### src/rtl/cavlc_pkg.sv
// Shared definitions for the CAVLC coefficient rebuild block: zigzag scan table,
// controller states and the packed 4x4 coefficient block type.
package cavlc_pkg;

  localparam int COEF_W_DEF = 8;

  // Zigzag scan position -> raster index (row*4+col).
  localparam logic [3:0] ZIGZAG [16] = '{
    4'd0, 4'd1, 4'd4, 4'd8, 4'd5, 4'd2, 4'd3, 4'd6,
    4'd9, 4'd12, 4'd13, 4'd10, 4'd7, 4'd11, 4'd14, 4'd15
  };

  typedef enum logic [1:0] {
    IDLE  = 2'd0,
    LEVEL = 2'd1,
    PLACE = 2'd2,
    OUT   = 2'd3
  } state_t;

  typedef logic [16*COEF_W_DEF-1:0] coef_blk_t;

  function automatic logic [3:0] zz_raster(input logic [3:0] pos);
    return ZIGZAG[pos];
  endfunction

endpackage

### src/rtl/cavlc_coef_buf.sv
// 16-entry coefficient register file written by zigzag position, read out in
// raster order as one packed block.
module cavlc_coef_buf
  import cavlc_pkg::*;
#(
  parameter int W = COEF_W_DEF
) (
  input  logic          clk,
  input  logic          rst,
  input  logic          i_clr,
  input  logic          i_we,
  input  logic [3:0]    i_pos,
  input  logic [W-1:0]  i_data,
  output logic [16*W-1:0] o_coef
);

  logic [W-1:0] r_mem [16];
  logic [3:0]   w_addr;

  assign w_addr = zz_raster(i_pos);

  // Coefficient storage: clear wins over write so a new block always starts at zero.
  always_ff @(posedge clk or posedge rst) begin
    if (rst) begin
      for (int k = 0; k < 16; k++) r_mem[k] <= '0;
    end else if (i_clr) begin
      for (int k = 0; k < 16; k++) r_mem[k] <= '0;
    end else if (i_we) begin
      r_mem[w_addr] <= i_data;
    end
  end

  for (genvar g = 0; g < 16; g++) begin : g_out
    assign o_coef[g*W +: W] = r_mem[g];
  end

endmodule

### src/rtl/cavlc_coef_rebuild.sv
// CAVLC decoder-side coefficient rebuild: header + level + run_before streams in,
// raster-ordered 4x4 block out. Optional input checking: CAVLC_COEF_REBUILD_CHECK_EN.
module cavlc_coef_rebuild
  import cavlc_pkg::*;
#(
  parameter int COEF_W = COEF_W_DEF
) (
  input  logic               clk,
  input  logic               rst,
  input  logic               hdr_valid,
  output logic               hdr_ready,
  input  logic [4:0]         total_coeff_i,
  input  logic [1:0]         trailing_ones_i,
  input  logic [3:0]         total_zeros_i,
  input  logic               lvl_valid,
  output logic               lvl_ready,
  input  logic [COEF_W-1:0]  lvl_i,
  input  logic               run_valid,
  output logic               run_ready,
  input  logic [3:0]         run_i,
  output logic               blk_valid,
  input  logic               blk_ready,
  output logic [16*COEF_W-1:0] coef_o,
  output logic               err_o
);

  state_t             r_state;
  state_t             w_state_nxt;
  logic [4:0]         r_tc;
  logic [3:0]         r_tz;
  logic [3:0]         r_zl;
  logic [3:0]         r_cnt;
  logic [3:0]         r_idx;
  logic signed [4:0]  r_pos;
  logic [COEF_W-1:0]  r_lbuf [16];

  logic [4:0]         w_tc_hdr;
  logic [4:0]         w_tc_m1;
  logic [5:0]         w_pos_sum;
  logic signed [4:0]  w_pos_start;
  logic signed [5:0]  w_pos_dec;
  logic signed [4:0]  w_pos_nxt;
  logic [3:0]         w_run_amt;
  logic [3:0]         w_zl_dec;
  logic               w_need_run;
  logic               w_advance;
  logic               w_lvl_last;
  logic               w_idx_last;
  logic               w_hdr_fire;
  logic               w_lvl_fire;
  logic               w_run_fire;
  logic               w_we;

  // Datapath arithmetic: header clamp, start position and clamped position/zero updates.
  always_comb begin
    w_tc_hdr    = (total_coeff_i > 5'd16) ? 5'd16 : total_coeff_i;
    w_tc_m1     = r_tc - 5'd1;
    w_pos_sum   = {1'b0, r_tc} + {2'b00, r_tz} - 6'd1;
    w_pos_start = (w_pos_sum > 6'd15) ? 5'sd15 : $signed(w_pos_sum[4:0]);
    w_need_run  = ({1'b0, r_idx} < w_tc_m1) && (r_zl != 4'd0);
    w_run_amt   = w_need_run ? run_i : 4'd0;
    w_pos_dec   = $signed({r_pos[4], r_pos}) - 6'sd1 - $signed({2'b00, w_run_amt});
    w_pos_nxt   = w_pos_dec[5] ? 5'sd0 : w_pos_dec[4:0];
    w_zl_dec    = (run_i > r_zl) ? 4'd0 : (r_zl - run_i);
    w_advance   = w_need_run ? run_valid : 1'b1;
    w_lvl_last  = ({1'b0, r_cnt} == w_tc_m1);
    w_idx_last  = ({1'b0, r_idx} == w_tc_m1);
  end

  // Controller state register.
  always_ff @(posedge clk or posedge rst) begin
    if (rst) begin
      r_state <= IDLE;
    end else begin
      r_state <= w_state_nxt;
    end
  end

  // Next-state and handshake decode.
  always_comb begin
    w_state_nxt = r_state;
    hdr_ready   = 1'b0;
    lvl_ready   = 1'b0;
    run_ready   = 1'b0;
    blk_valid   = 1'b0;
    case (r_state)
      IDLE: begin
        hdr_ready = 1'b1;
        if (hdr_valid) begin
          w_state_nxt = (total_coeff_i == 5'd0) ? OUT : LEVEL;
        end else begin
          w_state_nxt = IDLE;
        end
      end
      LEVEL: begin
        lvl_ready = 1'b1;
        if (lvl_valid && w_lvl_last) begin
          w_state_nxt = PLACE;
        end else begin
          w_state_nxt = LEVEL;
        end
      end
      PLACE: begin
        run_ready = w_need_run;
        if (w_advance && w_idx_last) begin
          w_state_nxt = OUT;
        end else begin
          w_state_nxt = PLACE;
        end
      end
      OUT: begin
        blk_valid = 1'b1;
        if (blk_ready) begin
          w_state_nxt = IDLE;
        end else begin
          w_state_nxt = OUT;
        end
      end
      default: begin
        w_state_nxt = IDLE;
      end
    endcase
  end

  assign w_hdr_fire = (r_state == IDLE)  && hdr_valid;
  assign w_lvl_fire = (r_state == LEVEL) && lvl_valid;
  assign w_run_fire = (r_state == PLACE) && w_need_run && run_valid;
  assign w_we       = (r_state == PLACE) && w_advance;

  // Header latch, level capture and placement bookkeeping.
  always_ff @(posedge clk or posedge rst) begin
    if (rst) begin
      r_tc  <= 5'd0;
      r_tz  <= 4'd0;
      r_zl  <= 4'd0;
      r_cnt <= 4'd0;
      r_idx <= 4'd0;
      r_pos <= 5'sd0;
      for (int k = 0; k < 16; k++) r_lbuf[k] <= '0;
    end else begin
      case (r_state)
        IDLE: begin
          if (w_hdr_fire) begin
            r_tc  <= w_tc_hdr;
            r_tz  <= total_zeros_i;
            r_zl  <= total_zeros_i;
            r_cnt <= 4'd0;
          end
        end
        LEVEL: begin
          if (w_lvl_fire) begin
            r_lbuf[r_cnt] <= lvl_i;
            r_cnt         <= r_cnt + 4'd1;
            if (w_lvl_last) begin
              r_idx <= 4'd0;
              r_pos <= w_pos_start;
            end
          end
        end
        PLACE: begin
          if (w_advance) begin
            r_pos <= w_pos_nxt;
            r_idx <= r_idx + 4'd1;
            if (w_need_run) r_zl <= w_zl_dec;
          end
        end
        default: begin
          r_cnt <= r_cnt;
        end
      endcase
    end
  end

  cavlc_coef_buf #(.W(COEF_W)) u_buf (
    .clk    (clk),
    .rst    (rst),
    .i_clr  (w_hdr_fire),
    .i_we   (w_we),
    .i_pos  (r_pos[3:0]),
    .i_data (r_lbuf[r_idx]),
    .o_coef (coef_o)
  );

`ifdef CAVLC_COEF_REBUILD_CHECK_EN
  logic [1:0] r_t1;
  logic       r_err;
  logic [5:0] w_hdr_sum;
  logic [1:0] w_t1_max;
  logic       w_hdr_err;
  logic       w_lvl_err;
  logic       w_run_err;

  // Syntax-element legality checks; the datapath keeps running with clamping.
  always_comb begin
    w_hdr_sum = {1'b0, total_coeff_i} + {2'b00, total_zeros_i};
    w_t1_max  = (total_coeff_i > 5'd3) ? 2'd3 : total_coeff_i[1:0];
    w_hdr_err = (total_coeff_i > 5'd16) || (w_hdr_sum > 6'd16) || (trailing_ones_i > w_t1_max);
    w_lvl_err = (r_cnt < {2'b00, r_t1}) &&
                (lvl_i != {{(COEF_W-1){1'b0}}, 1'b1}) &&
                (lvl_i != {COEF_W{1'b1}});
    w_run_err = (run_i > r_zl);
  end

  // Sticky error: restarted by each accepted header.
  always_ff @(posedge clk or posedge rst) begin
    if (rst) begin
      r_err <= 1'b0;
      r_t1  <= 2'd0;
    end else if (w_hdr_fire) begin
      r_err <= w_hdr_err;
      r_t1  <= trailing_ones_i;
    end else if ((w_lvl_fire && w_lvl_err) || (w_run_fire && w_run_err)) begin
      r_err <= 1'b1;
    end
  end

  assign err_o = r_err;
`else
  logic w_unused_t1;
  assign w_unused_t1 = ^{trailing_ones_i, w_run_fire};
  assign err_o = 1'b0;
`endif

endmodule

### config.mk
export PLATFORM = sky130hd
export DESIGN_NAME = cavlc_coef_rebuild
export DESIGN_NICKNAME = d
export VERILOG_FILES = /design/src/rtl/cavlc_pkg.sv /design/src/rtl/cavlc_coef_buf.sv /design/src/rtl/cavlc_coef_rebuild.sv
export SDC_FILE = /design/constraint.sdc
export NUM_CORES = 1
export LEC_CHECK = 0
export CORE_MARGIN = 2
export CORE_UTILIZATION = 53
export CTS_BUF_LIST = sky130_fd_sc_hd__clkbuf_2 sky130_fd_sc_hd__clkbuf_4 sky130_fd_sc_hd__clkbuf_8
export DETAILED_ROUTE_END_ITERATION = 7
export DONT_BUFFER_PORTS = 1
export GPL_ROUTABILITY_DRIVEN = 1
export PLACE_DENSITY = 0.66
export REMOVE_ABC_BUFFERS = 1
export SLEW_MARGIN = 0
export SYNTH_ARGS = -nofsm -noshare
export SYNTH_HDL_FRONTEND = slang
export SYNTH_SLANG_ARGS = --single-unit
### constraint.sdc
create_clock -name clk -period 14.7 [get_ports clk]
set_input_delay 2.94 -clock clk [delete_from_list [all_inputs] [get_ports clk]]
set_output_delay 2.94 -clock clk [all_outputs]
set_load 0.01 [all_outputs]
## Word level (Yosys, flattened, before mapping)

Memories as Yosys holds them, arrays and structs flattened.
Index checks and enable logic that the tools add are counted.

| word-level totals | value |
|---|---|
| bits in registers | 284 |
| ROM bits | 64 |
| output and inout bits | 133 |
| memories | 1 |
| word-level logic and storage cells | 136 |
| bits of input ports | 29 |

Memory list:

| memory | depth | width | rd ports | clocked after Yosys merged registers in | wr ports | line | text |
|---|---|---|---|---|---|---|---|
| (name not given) | 16 | 4 | 1 | 0 | 0 | cavlc_pkg.sv:23 | `return ZIGZAG[pos];` |

| cells by class | value |
|---|---|
| multiplexer cells | 44 |
| reductions and logical operators | 20 |
| $add $sub $neg | 8 |
| equality and inequality tests | 10 |
| bitwise operators | 4 |
| $lt $le $gt $ge | 10 |

Operators by type and width:

| operator | number |
|---|---|
| 128-bit bitwise mux | 2 |
| 128-bit 2-to-1 mux | 2 |
| 8-bit demux with 4-bit select | 2 |
| 4-bit 2-to-1 mux | 12 |
| 8-bit binary-select mux with 4-bit select | 1 |
| 8-bit 2-to-1 mux | 4 |
| 5-bit 2-to-1 mux | 6 |
| 4-bit case mux with 2 select lines | 3 |
| 5-bit greater-or-equal comparator, second input constant | 4 |
| 4-bit NOT with 5-bit output | 4 |
| 4-bit by 5-bit equality test with 1-bit output | 2 |
| 5-bit by 1-bit less-than comparator with 1-bit output, second input constant | 2 |
| 5-bit case mux with 2 select lines | 1 |
| 4-bit by 1-bit adder with 4-bit output, second input constant | 2 |
| 1-bit logical AND | 8 |
| 2-bit 2-to-1 mux | 4 |
| 2-bit inequality test, second input constant | 4 |
| 2-bit case mux with 4 select lines | 1 |
| 4-bit AND reduction | 2 |
| 2-bit nonzero test | 4 |
| 5-bit by 4-bit adder with 6-bit output | 1 |
| 6-bit by 4-bit > comparator with 1-bit output, second input constant | 1 |
| 1-bit 2-to-1 mux | 6 |
| 5-bit by 2-bit subtractor with 6-bit output, second input constant | 1 |
| 15 further kinds | 17 |

## Longest topological paths before layout

| logic depth | value |
|---|---|
| word-level depth | 12 |
| mapped depth | 16 |
| gate-level depth less buffers | 15 |

## By module

Synthesis repeated with hierarchy kept, for this count alone.

| unflattened totals | value |
|---|---|
| cell total of the unflattened synthesis | 1082 |
| area, all modules | 13988.4 µm² |

Modules (own cells, without submodules):

| module | times used | area an instance (µm²) | sequential area each (µm²) | cells each |
|---|---|---|---|---|
| cavlc_coef_rebuild | 1 | 7900.1 | 3903.7 | 581 |
| cavlc_coef_buf | 1 | 6088.3 | 3203.1 | 501 |

## Worst setup path after synthesis

OpenSTA, ideal clock, no wires.

| timing | value |
|---|---|
| kind | register -> output |
| from | reg r_tc[0] |
| to | out run_ready |
| buffers on the path | 0 |
| data required time | 11760 ps |
| path slack | 9880 ps |
| cell stages (with the launch flop) | 8 |
| data arrival time | 1880 ps |
| cells stage by stage | dfrtp_1 -> inv_1 -> ha_1 -> ha_1 -> and2b_2 -> o211ai_1 -> a21oi_2 -> nor3_1 |

| between the ends | value |
|---|---|
| cells in the longest elaborated chain, start to end | 4 |

Ends and longest elaborated chain:

| item | line | text |
|---|---|---|
| start: declaration | cavlc_coef_rebuild.sv:29 | `logic [4:0] r_tc;` |
| start signal: assignment | cavlc_coef_rebuild.sv:144 | `r_tc <= w_tc_hdr;` |
| 5-bit by 1-bit subtractor with 5-bit output | cavlc_coef_rebuild.sv:57 | `w_tc_m1 = r_tc - 5'd1;` |
| 4-bit by 5-bit less-than comparator with 1-bit output | cavlc_coef_rebuild.sv:60 | `w_need_run = ({1'b0, r_idx} < w_tc_m1) && (r_zl != 4'd0);` |
| 1-bit logical AND | cavlc_coef_rebuild.sv:60 |  |
| 1-bit 2-to-1 mux | cavlc_coef_rebuild.sv:86 | `case (r_state)` |
| end: declaration | cavlc_coef_rebuild.sv:19 | `output logic run_ready,` |

Every way passes these cells.

## Worst setup path in the final report

Ends and elaborated chain as after synthesis.

==> results.toml <==
[run_status]
run_status = "completed"

[critical_path]
r2r_setup_slack_ps = 11110
critPathCaptureType = "primary output"
critPathRequiredTime_ps = 11760
worst_path_most_repeated_cell = "sky130_fd_sc_hd__ha_1"
timing.critical_path.max_delay_family = "simple AND/OR/NAND/NOR gates"
setup.worst_path.class = "flip-flop to primary output"
cp.buffers_inverters = 1
crit_arrival_ps = 2730
cp_max_fo = 4
cell_breakdown_of_the_critical_path = "inv_1 > ha_1 > ha_1 > and2b_2 > o211ai_1 > a21oi_2 > nor3_1"
critical_path.slowest_cell = "sky130_fd_sc_hd__nor3_1"
critPathLaunchType = "flip-flop"
slowest_delay_ps = 500

[routing]
routed_via_density = 5.72
wl_met3_mm = 1.66
detailroute.via_count = 8243
wire_per_inst_um = 21.2
drt_first_pass_iters = 7
dr.first_iter.drc_count = 509
antenna_viol_nets_final = 0
top_signal_layer_used = "met4"
wl_met1_mm = 13.4
detail_route.drc_violations = 0
routed-wl-met2_mm = 14.9
wl_mm = 30.5

[sta]
setup-violations-final = 0
setup_tns_ps = 0
finalCritPeriodShare_pct = 38.5
slew_headroom_pct = 25.5
timing.final.crit_period_ps = 5670
tightestPinTransition_ps = 1120
minimum_setup_slack_in_the_final_design_ps = 9030
slew_viol_final = 0
timing.fmax_mhz = 176
timing_hold_violations_final = 0
fin_skew_ps = 29.9
final.hold.worst_slack_ps = 502
rsz0062_at_grt = "no"

[synth]
yosysUniqueCellTypes = 55
synth_edf_count = 0
yosys_register_bits = 284
synth_sequential_area_ratio_pct = 52.5
synthFlopType = "sky130_fd_sc_hd__dfrtp_1"
synth.yosys.warnings = 0
syn_area_um2 = 13500
ys_top_cells_by_area = "sky130_fd_sc_hd__dfrtp_1, sky130_fd_sc_hd__mux2_2, sky130_fd_sc_hd__mux2i_1"
synthCells = 1069
post_synth.cell_area_avg_um2 = 12.7
postSynth.asyncResetShare_pct = 100
synth_top_cell_area_share_pct = 52.5
synth_top_area_cell = "sky130_fd_sc_hd__dfrtp_1"

[power_and_ir_drop]
clock_power_share_pct = 23.9
leakagePower_nw = 7.00
switching_power_w = 0.00115
power_per_cell_area_nw_per_um2 = 206
internal_power_summed_over_all_cells_w = 0.00190
power.ir.vdd_worst_mv = 0.133
proportion_of_total_power_due_to_net_switching_pct = 37.6
combPwrFrac_pct = 38.7
power_frac_seq_pct = 37.4

[cts]
path_clk_slew_ps = 60
cts-hold-fix-buffers = 0
clock_sink_count = 284
clk-insertion-delay-late_ps = 560
cts_tree = "built"
clock_tree.htree_level_count = 2
max-clock-path-buffers = 3
postCtsSetupBuffers = 0
clock-root-buffer = "sky130_fd_sc_hd__clkbuf_8"
number_of_buffers_added_by_the_clock_tree_synthesis_step = 48
post_cts_resize_count = 0

[placement]
detailedPlace.worstSlack_ps = 9580
gpl.final_weighted_congestion = 0.780
dp_hpwl_mm = 19.8
io_buffer_count = 0

[cells_and_area]
layout-area-overhead-vs-synth_pct = 8.98
post_route_cells_drive_above_1_share_pct = 26.7
num-nets-final = 1137
num_antenna_cells = 0

[die]
placement_rows = 58
design.portCount = 162
initial_core_util_pct = 53.9
fp.dieH_um = 164
die_area_um2 = 26800
fp.dieW_um = 164
core_um2 = 25100

[grt]
grt_pass1_vias = 8513
grt_max_degree = 144
grtUsageTotal_pct = 23.1
antenna_violations_before_repair = 0
globalRouteOverflowTotal = 0
grt_pass1_wl_mm = 48.4

[worst_hold_path]
hold_path.class = "flip-flop to flip-flop"

[flow_run]
maxCapViolations = 0
cells by family (layout without fill, tap and decap cells):
group / count (synthesis) / after routing / share of synthesized area (%)
flops: 284 / 284 / 52.5
xor+xnor: 18 / 18 / 1.16
compound gates: 58 / 58 / 2.75
fa+ha+maj: 33 / 33 / 3.22
other cells: 1 / 1 / 0.0277
simple gates: 275 / 275 / 9.73
mux: 312 / 312 / 27.3
buf+inv: 88 / 129 / 3.34
Yosys cell counts, types with 8 or more instances:
library cell	n
sky130_fd_sc_hd__o21ai_0	20
sky130_fd_sc_hd__buf_6	9
sky130_fd_sc_hd__mux2i_1	142
sky130_fd_sc_hd__nor2_1	30
sky130_fd_sc_hd__nand3_1	15
sky130_fd_sc_hd__mux2_2	138
sky130_fd_sc_hd__xnor2_1	8
sky130_fd_sc_hd__ha_1	30
sky130_fd_sc_hd__xor2_1	10
sky130_fd_sc_hd__dfrtp_1	284
sky130_fd_sc_hd__nand2_1	181
sky130_fd_sc_hd__nor3_4	8
sky130_fd_sc_hd__inv_1	32
sky130_fd_sc_hd__a21oi_1	12
sky130_fd_sc_hd__mux4_2	32
sky130_fd_sc_hd__clkbuf_1	31
layer usage:
layer  global-route usage, %  vias up
met5                       0        -
met4                    5.78        0
met3                    4.52       47
met2                    37.9      193
met1                    31.9     4250
li1                        -     3753
state kept, by name, indices dropped and copies added, names as in the netlist:
register and flops:
r_lbuf 128, r_tc 5, r_state 2, u_buf.o_coef 128
r_zl 4, r_pos 5, r_tz 4, r_idx 4
r_cnt 4
power by group through the flow:
stage                     logic (W)  registers [W]  clock network (W)
after global routing        0.00130        0.00117           0.000785
after detailed placement    0.00118        0.00115                  0
after floorplan            0.000823        0.00114                  0
after CTS                   0.00119        0.00114           0.000744
final                       0.00118        0.00114           0.000730
after global placement      0.00116        0.00114                  0
cell usage in the layout, fill, tap and decap left out, types with 5 or more instances in the layout:
cell type,count
sky130_fd_sc_hd__clkbuf_4,21
sky130_fd_sc_hd__nand2_1,180
sky130_fd_sc_hd__buf_4,12
sky130_fd_sc_hd__ha_1,30
sky130_fd_sc_hd__mux2_2,138
sky130_fd_sc_hd__a21oi_2,5
sky130_fd_sc_hd__xor2_1,10
sky130_fd_sc_hd__xnor2_1,8
sky130_fd_sc_hd__a21oi_1,8
sky130_fd_sc_hd__clkbuf_8,60
sky130_fd_sc_hd__mux4_2,32
sky130_fd_sc_hd__inv_1,31
sky130_fd_sc_hd__nand2b_1,5
sky130_fd_sc_hd__dfrtp_1,283
sky130_fd_sc_hd__mux2i_1,142
sky130_fd_sc_hd__nor3_4,8
sky130_fd_sc_hd__a21o_1,7
sky130_fd_sc_hd__nor2_1,30
sky130_fd_sc_hd__nand3b_1,5
sky130_fd_sc_hd__o21ai_0,20
sky130_fd_sc_hd__nand3_1,15
layout make-up:
| class | instances | area [um2] |
|---|---|---|
| flip-flops and latches | 284 | 7110 |
| inverters | 32 | 128 |
| multi-input cells | 697 | 6010 |
| clock buffers | 81 | 983 |
| fillers | 2081 | 10400 |
| clock inverters | 4 | 26.3 |
| repair buffers | 12 | 90.1 |
| well taps | 330 | 413 |
final timing paths:
kind | start | end | depth (start not counted)
max | r_tc[0] | run_ready | 7
min | r_lbuf[96] | r_lbuf[96] | 1
max reg2reg | r_tc[0] | r_pos[0] | 15
min reg2reg | r_lbuf[96] | r_lbuf[96] | 1
max in group asynchronous | rst | r_tz[1] | 2
min in group asynchronous | rst | u_buf.o_coef[96] | 1
per-stage QoR:
stage                     instances  utilization [%]  power, W  cell area [um2]
final                          1440             58.8   0.00305            14800
after global routing           1440             58.8   0.00325            14800
after CTS                      1440             58.8   0.00307            14800
after detailed placement       1355             54.8   0.00234            13700
after global placement         1355             54.8   0.00230            13700
after floorplan                1013                -   0.00196            13200
Note: power is estimated with default switching activity, not from simulation.
